**src/rtl/mips_multicycle_core.sv**
```systemverilog
// Multicycle MIPS-subset core: FETCH/DECODE/EXEC/MEM/WB/HALT FSM, 32-entry register file, req/ack memories.
// Optional beq/bne support is enabled by defining MIPS_MULTICYCLE_BRANCH_EN.
module mips_multicycle_core #(
    parameter int XLEN    = 32,
    parameter int IMEM_AW = 10,
    parameter int DMEM_AW = 10
) (
    input  logic                 clock,
    input  logic                 reset,
    output logic                 imem_req,
    output logic [IMEM_AW-1:0]   imem_addr,
    input  logic                 imem_ack,
    input  logic [31:0]          imem_rdata,
    output logic                 dmem_req,
    output logic                 dmem_we,
    output logic [DMEM_AW-1:0]   dmem_addr,
    output logic [XLEN-1:0]      dmem_wdata,
    input  logic                 dmem_ack,
    input  logic [XLEN-1:0]      dmem_rdata,
    output logic [IMEM_AW+1:0]   pc,
    output logic                 retire,
    output logic                 halted
);
    localparam int PW = IMEM_AW + 2;

    localparam logic [2:0] S_FETCH  = 3'd0;
    localparam logic [2:0] S_DECODE = 3'd1;
    localparam logic [2:0] S_EXEC   = 3'd2;
    localparam logic [2:0] S_MEM    = 3'd3;
    localparam logic [2:0] S_WB     = 3'd4;
    localparam logic [2:0] S_HALT   = 3'd5;

    logic [2:0]      state_q, state_d;
    logic [PW-1:0]   pc_q, pc_d, ipc_q, ipc_d;
    logic            armed_q, armed_d;
    logic            retire_q, retire_d;
    logic [31:0]     ir_q, ir_d;
    logic [XLEN-1:0] a_q, a_d, b_q, b_d, res_q, res_d;
    logic [XLEN-1:0] rf_q [32];
    logic            rf_we;
    logic [4:0]      rf_waddr;
    logic [XLEN-1:0] rf_wdata;

    logic [5:0]      op, funct;
    logic [4:0]      rs, rt, rd, shamt;
    logic [15:0]     imm;
    logic [XLEN-1:0] simm, zimm;

    assign op    = ir_q[31:26];
    assign rs    = ir_q[25:21];
    assign rt    = ir_q[20:16];
    assign rd    = ir_q[15:11];
    assign shamt = ir_q[10:6];
    assign funct = ir_q[5:0];
    assign imm   = ir_q[15:0];
    assign simm  = {{(XLEN-16){imm[15]}}, imm};
    assign zimm  = {{(XLEN-16){1'b0}}, imm};

`ifdef MIPS_MULTICYCLE_BRANCH_EN
    logic [PW-1:0] boff;
    assign boff = PW'({{14{imm[15]}}, imm, 2'b00});
`endif

    // The first cycle after reset holds imem_req low; armed_q opens the fetch one cycle later.
    assign imem_req   = (state_q == S_FETCH) && armed_q;
    assign imem_addr  = pc_q[IMEM_AW+1:2];
    assign dmem_req   = (state_q == S_MEM);
    assign dmem_we    = dmem_req && (op == 6'd43);
    assign dmem_addr  = res_q[DMEM_AW+1:2];
    assign dmem_wdata = dmem_req ? b_q : '0;
    assign pc         = (state_q == S_FETCH) ? pc_q : ipc_q;
    assign retire     = retire_q;
    assign halted     = (state_q == S_HALT);

    always_comb begin
        state_d  = state_q;
        pc_d     = pc_q;
        ipc_d    = ipc_q;
        armed_d  = 1'b1;
        retire_d = 1'b0;
        ir_d     = ir_q;
        a_d      = a_q;
        b_d      = b_q;
        res_d    = res_q;
        rf_we    = 1'b0;
        rf_waddr = (op == 6'd0) ? rd : rt;
        rf_wdata = res_q;
        case (state_q)
            S_FETCH: begin
                if (imem_req && imem_ack) begin
                    ir_d    = imem_rdata;
                    ipc_d   = pc_q;
                    pc_d    = pc_q + PW'(4);
                    state_d = S_DECODE;
                end
            end
            S_DECODE: begin
                a_d     = (rs == 5'd0) ? '0 : rf_q[rs];
                b_d     = (rt == 5'd0) ? '0 : rf_q[rt];
                state_d = S_EXEC;
            end
            S_EXEC: begin
                // Unrecognised encodings fall through as NOPs that retire here.
                state_d  = S_FETCH;
                retire_d = 1'b1;
                case (op)
                    6'd0: begin
                        state_d  = S_WB;
                        retire_d = 1'b0;
                        case (funct)
                            6'd0:    res_d = b_q << shamt;
                            6'd2:    res_d = b_q >> shamt;
                            6'd32:   res_d = a_q + b_q;
                            6'd34:   res_d = a_q - b_q;
                            6'd36:   res_d = a_q & b_q;
                            6'd37:   res_d = a_q | b_q;
                            6'd38:   res_d = a_q ^ b_q;
                            6'd39:   res_d = ~(a_q | b_q);
                            default: begin
                                state_d  = S_FETCH;
                                retire_d = 1'b1;
                            end
                        endcase
                    end
                    6'd8:  begin res_d = a_q + simm; state_d = S_WB; retire_d = 1'b0; end
                    6'd12: begin res_d = a_q & zimm; state_d = S_WB; retire_d = 1'b0; end
                    6'd13: begin res_d = a_q | zimm; state_d = S_WB; retire_d = 1'b0; end
                    6'd14: begin res_d = a_q ^ zimm; state_d = S_WB; retire_d = 1'b0; end
                    6'd35, 6'd43: begin
                        res_d    = a_q + simm;
                        state_d  = S_MEM;
                        retire_d = 1'b0;
                    end
`ifdef MIPS_MULTICYCLE_BRANCH_EN
                    6'd4, 6'd5: begin
                        if ((a_q == b_q) == (op == 6'd4)) pc_d = pc_q + boff;
                    end
`endif
                    6'd63:   state_d = S_HALT;
                    default: ;
                endcase
            end
            S_MEM: begin
                if (dmem_ack) begin
                    if (op == 6'd43) begin
                        state_d  = S_FETCH;
                        retire_d = 1'b1;
                    end else begin
                        res_d   = dmem_rdata;
                        state_d = S_WB;
                    end
                end
            end
            S_WB: begin
                rf_we    = 1'b1;
                state_d  = S_FETCH;
                retire_d = 1'b1;
            end
            default: state_d = S_HALT;
        endcase
    end

    always_ff @(posedge clock) begin
        if (reset) begin
            state_q  <= S_FETCH;
            pc_q     <= '0;
            ipc_q    <= '0;
            armed_q  <= 1'b0;
            retire_q <= 1'b0;
        end else begin
            state_q  <= state_d;
            pc_q     <= pc_d;
            ipc_q    <= ipc_d;
            armed_q  <= armed_d;
            retire_q <= retire_d;
        end
    end

    always_ff @(posedge clock) begin
        ir_q  <= ir_d;
        a_q   <= a_d;
        b_q   <= b_d;
        res_q <= res_d;
    end

    // Register 0 is never written, so it keeps its reset value of zero.
    always_ff @(posedge clock) begin
        if (reset) begin
            for (int i = 0; i < 32; i++) rf_q[i] <= '0;
        end else if (rf_we && (rf_waddr != 5'd0)) begin
            rf_q[rf_waddr] <= rf_wdata;
        end
    end
endmodule

```
**config.mk**
```make
export PLATFORM = sky130hd
export DESIGN_NAME = mips_multicycle_core
export DESIGN_NICKNAME = d
export VERILOG_FILES = /design/src/rtl/mips_multicycle_core.sv
export SDC_FILE = /design/constraint.sdc
export NUM_CORES = 2
export LEC_CHECK = 0
export CORE_UTILIZATION = 30
export CTS_BUF_LIST = sky130_fd_sc_hd__clkbuf_16
export DETAILED_ROUTE_END_ITERATION = 6
export GPL_TIMING_DRIVEN = 0
export PLACE_DENSITY_LB_ADDON = 0.05
export SLEW_MARGIN = 30
export SYNTH_ARGS = -nofsm -noshare
export SYNTH_HDL_FRONTEND = slang
export SYNTH_SLANG_ARGS = --single-unit
```
**constraint.sdc**
```tcl
create_clock -name clock -period 7.14 [get_ports clock]
set_clock_uncertainty 0.1 [all_clocks]
set_input_delay 1.428 -clock clock [delete_from_list [all_inputs] [get_ports clock]]
set_output_delay 1.428 -clock clock [all_outputs]
set_load 0.01 [all_outputs]
```
== Word-level counts from Yosys, hierarchy flattened ==
Memory sizes are Yosys's and may differ from the RTL's. A register that Yosys moved wholly into a read port is not among the register bits.
Cells that the tools add are included.

* Bits in latches: 0
* Memories: 1
* Memory bits (writable): 1024
* Flip-flop bits (word level): 93
* ROM bits: 0

{| class="wikitable"
|+ Memory list
! name !! depth !! bits a word !! rd ports !! clocked after memory_dff !! write ports !! RTL line !! RTL
|-
| rf_q || 32 || 32 || 2 || 2 || 32 || 39 || <nowiki>logic [XLEN-1:0] rf_q [32];</nowiki>
|}

* Div/mod/pow operators: 0
* Shift-type cells: 2
* $add $sub $neg: 4
* Bitwise operators: 7
* Reduce and logical (&&, ||, !) cells: 20
* Magnitude comparators: 0
* Equality and inequality tests: 24
* $mul: 0
* Muxes and demuxes: 29

{| class="wikitable"
|+ Operators with widths
! kind !! number
|-
| $pmux 32 s8 || 1
|-
| $pmux 32 s5 || 1
|-
| $mux 32 || 4
|-
| $add 32x32->32 || 2
|-
| $pmux 32 s2 || 1
|-
| $eq 6x6->1 const B || 9
|-
| $and 32x16->32 || 1
|-
| $and 32x32->32 || 1
|-
| $not 32->32 || 1
|-
| $or 32x16->32 || 1
|-
| $or 32x32->32 || 1
|-
| $reduce_or 32->1 || 1
|-
| $shl 32x5->32 || 1
|-
| $shr 32x5->32 || 1
|-
| $sub 32x32->32 || 1
|-
| $xor 32x16->32 || 1
|-
| $xor 32x32->32 || 1
|-
| $eq 6x4->1 const B || 4
|-
| $pmux 3 s5 || 1
|-
| $add 12x3->12 const B || 1
|-
| $logic_not 6->1 || 2
|-
| $mux 12 || 1
|-
| $mux 3 || 4
|-
| $pmux 3 s4 || 1
|-
| 24 further kinds || 43
|}

== Depth between registers and ports, before layout ==
* Depth in word-level cells: 9
* Mapped depth: 18
* Depth with buffers taken out: 16

== Worst setup path after synthesis ==
No wires, ideal clock.

* Path kind: register -> register
* From: reg state_q[0]
* To: reg a_q[0] (read register of rf_q) (enable)
* Data required time: 6.475 ns
* Period minus slack after synthesis: 5.723 ns
* Stages on the path, launching flop included: 4
* Arrival: 5.059 ns
* Slack: 1.417 ns
* Setup time: 0.565 ns
* Path buffers: 1
* Cells stage by stage: dfxtp_1 > clkbuf_1 > inv_1 > nor3_1

* Longest elaborated chain between the ends: 1

{| class="wikitable"
|+ Ends and longest elaborated chain
! what !! RTL line !! RTL
|-
| start, declared || 33 || <nowiki>logic [2:0] state_q, state_d;</nowiki>
|-
| start signal, assigned || 171 || <nowiki>state_q <= state_d;</nowiki>
|-
| $eq 3x1->1 || 88 || <nowiki>case (state_q)</nowiki>
|-
| end, declared || 38 || <nowiki>logic [XLEN-1:0] a_q, a_d, b_q, b_d, res_q, res_d;</nowiki>
|}

Every way passes these cells.
A chain may end at the register's enable or synchronous reset.

== Final worst setup path ==
* From: reg ir_q[0]
* To: reg res_q[17] (data pin)

* Longest elaborated chain between the ends: 4
* Elaborated cells between the ends (all ways): 12
* Classes of those cells: 1 x add/sub; 7 x eq/ne; 3 x mux; 1 x reduce/logical

{| class="wikitable"
|+ Ends and longest elaborated chain
! what !! RTL line !! RTL
|-
| start, declared || 37 || <nowiki>logic [31:0] ir_q, ir_d;</nowiki>
|-
| start signal, assigned || 180 || <nowiki>ir_q <= ir_d;</nowiki>
|-
| branches (longest 2 deep; another with $add 32x32->32) || -- ||
|-
| $pmux 32 s5 (*) || 106 || <nowiki>case (op)</nowiki>
|-
| $pmux 32 s2 (*) || 88 ||
|-
| via res_d[17] || 38 ||
|-
| end signal, assigned || 183 || <nowiki>res_q <= res_d;</nowiki>
|-
| end, declared || 38 ||
|}

Mark *: on every way through the listed nets, which the timed path passes.

==> key figures <==
Hold path
  • Hold Path Depth: 2
  • Hold crit path type: reg2reg
  • HP Start: ipc_q[9]
  • Hold EP: ipc_q[9]

Status
  • Status: finished clean

Cells and area
  • Most frequent cells in the layout: edfxtp_1 (1,152), and2_1 (1,000), mux4_2 (530)
  • Post-route insts no fill: 9,149
  • Share of the core filled with cells: 0.363
  • Layout cells sized above 1: 0.202
  • Commonest non-fill, non-tap cell in the layout: edfxtp_1
  • P&R area growth vs syn: 20.0%
  • Final nets: 6,107
  • Fin area: 84,800 µm²

Synth
  • Area fraction in compound gates after synthesis: 0.0793
  • Mapped cell area: 70,600 µm²
  • Fraction of registers with async set or reset after synthesis: 0
  • Simple-gate portion of the synthesized area: 0.132
  • Post-synthesis register bit count: 1,177
  • Main combinational cell family by area after synthesis: multiplexers
  • Top FF cell, synth: edfxtp_1
  • Syn avg cell area: 13.0 µm²
  • Xor and xnor area share after synthesis: 0.0135
  • Post-synth EDFFs: 1,152
  • Yosys cell types: 79
  • Ys Warns: 0
  • Mapped Cells: 5,421
  • Sequential-to-total area share from yosys stat: 0.497
  • Multiplexer share of the synthesized area: 0.217
  • Adder-cell share of the synthesized area: 0.0262

Floorplan
  • Die area: 237,000 µm²
  • Die Y: 487 µm
  • Die Span X: 487 µm
  • IO Pins: 137
  • Rows: 177
  • Initial core utilization: 0.303
  • Core area: 233,000 µm²

Place
  • Gpl congestion: 1.01
  • Post-placement cell count: 8,873
  • DP HPWL: 307 mm
  • Number of I/O port buffers: 134
  • Placed Area: 79,900 µm²

Route
  • TritonRoute pass-1 iters: 6
  • Iter 0 DRT Violations: 6,819
  • Drt wl/cell: 42.7 µm
  • Vias: 53,100
  • Drt via density: 5.80
  • Final WL: 391 mm
  • Final antenna-violating net count: 0
  • DRC: 0

Critical path
  • Reg-to-reg slack, setup: 0.37 ns
  • Max stage delay cell, worst path: o41ai_1
  • WP data arrival: 7.20 ns
  • Max incr delay on CP: 0.77 ns
  • Worst-path maximum fanout: 10
  • Cells on worst reg2reg path: 17
  • Critical R2R Launch: ir_q[0]
  • Worst path bufs/invs: 3
  • Largest delay share family, worst path: compound AO/OA/AOI/OAI gates
  • Most frequent CP cell: clkbuf_1
  • CP Capture Type: flip-flop
  • Critical path cell sequence: nor4_2 -> and2_0 -> clkbuf_1 -> nand2_1 -> clkbuf_1 -> clkbuf_1 -> o41ai_1 -> xnor2_1 -> ha_1 -> nand2_1 -> nor3b_1 -> a2111oi_0 -> a21oi_1 -> o41ai_1 -> xnor2_1 -> a221oi_1 -> o31ai_1
  • Setup CP Type: reg2reg
  • Required time of the worst setup path: 7.57 ns
  • Worst Setup Start Kind: flip-flop
  • RR Endpoint: res_q[17]

STA
  • Setup TNS after final layout: 0 ns
  • FMAX: 0.148 GHz
  • Slew of the pin with the lowest slew margin: 1.23 ns
  • Tcrit/Tclk final: 0.949
  • Final setup fails: 0
  • Final hold violations: 0
  • Minimum clock period: 6.77 ns
  • Max-slew headroom: 0.182
  • RSZ-0062 raised after global routing: no
  • Max-slew violations: 0

Job
  • Max-cap check violation count: 0

Global routing
  • Initial antenna violation count: 42
  • Vias in the first global route: 51,600
  • Total grt overflow: 0
  • Global-route wire length before repair: 505 mm
  • GRT Resource Usage Total: 0.325
  • Largest net degree at the start of global routing: 25

Clock tree
  • Inserted Clock Buffers: 150
  • CTS tree: done
  • # Post-CTS Setup Buffers: 0
  • # clock sinks: 1,177
  • Clock root buffer: clkbuf_16
  • H-tree lvl count: 4
  • Count of hold-fix buffers inserted at cts: 0
  • Post-cts resize count: 0
  • Maximum root-to-sink buffer count: 3
  • Clock latency on the worst-skew pair: 0.85 ns
  • Clock transition at the registers of the reported paths: 0.07 ns

Power
  • Pwr dens: 286 nW/µm²
  • VDD IR max: 0.000193 V
  • Static leakage: 30.9 nW
-- Yosys cell counts (63+ instances only) --
cell type  number  area, µm²
ha_1          144       1800
mux4_2        530      11900
edfxtp_1     1152      34600
a211oi_1       81        608
clkbuf_1      420       1580
o22ai_1        68        425
buf_1          70        263
mux2_2         78        878
nand2_1       147        552
xnor2_1        85        744
mux2i_1       252       2520
o21ai_0       146        731
and2_1       1000       6260
nor2_1        279       1050
inv_1          89        334
a221oi_1       76        666
o221ai_1       63        552
a21oi_1       156        781
-- worst min-delay path: cells and delay by family, from the launching register on --
kind,cells,cell delay (ns)
flops,1,0.30
compound gates,1,0.05
simple gates,1,0.05
-- per-layer routing --
metal / GRT usage / up-vias / wire [µm]
met3: 0.0556 / 716 / 27000
met4: 0.205 / 12 / 28300
met5: 0 / - / 86
met2: 0.520 / 2744 / 181000
met1: 0.406 / 27900 / 154000
li1: - / 21700 / -
-- through the flow --
stage | setup slack, ns | power, mW | hold slack [ns]
floorplan | 1.42 | 12.5 | 0.334
global placement | -5.38 | 16.2 | 0.348
detailed placement | 0.465 | 16.5 | 0.348
CTS | 0.402 | 24.1 | 0.356
global route | 0.171 | 24.7 | 0.376
finish | 0.368 | 24.2 | 0.353
-- layout make-up --
class	instances	area, µm²
multi-input combinational	3645	33800
timing repair buffer	287	4580
clock buffer	154	3850
fill	22800	149000
antenna	9	22.5
buffer	538	2260
clock inverter	113	923
inverter	94	353
sequential	1177	35100
tap	3132	3920
-- report_power, final --
group	total, mW	switching [mW]	internal (mW)
combinational	7.94	5.24	2.70
clock	7.66	3.32	4.35
sequential	8.63	0.574	8.06
-- flip-flops by register name, summed over array words and instances, names as in the netlist --
register	flops
res_q	32
state_q	3
pc_q	10
b_q	32
ipc_q	10
retire	1
armed_q	1
rf_q	1024
a_q	32
ir_q	32
-- how the worst max path moves through the flow --
stage / slack [ns] / cells after the start / to / start
after floorplan: 1.42 / 3 / a_q[0] / state_q[0]
after global placement: -5.38 / 5 / rf_q[20][11] / reset
after detailed placement: 0.46 / 17 / res_q[17] / ir_q[3]
after CTS: 0.40 / 17 / res_q[17] / ir_q[3]
after global routing: 0.17 / 17 / res_q[17] / ir_q[0]
final: 0.37 / 17 / res_q[17] / ir_q[0]
-- logic make-up after synthesis --
group / Yosys count
AO/OA/AOI/OAI: 822
buffers and inverters: 632
multiplexers: 860
adder cells (fa/ha/maj): 147
other: 1
XOR/XNOR: 109
AND/OR/NAND/NOR: 1673
flip-flops: 1177
No activity file was read; power rests on OpenSTA's default activity.
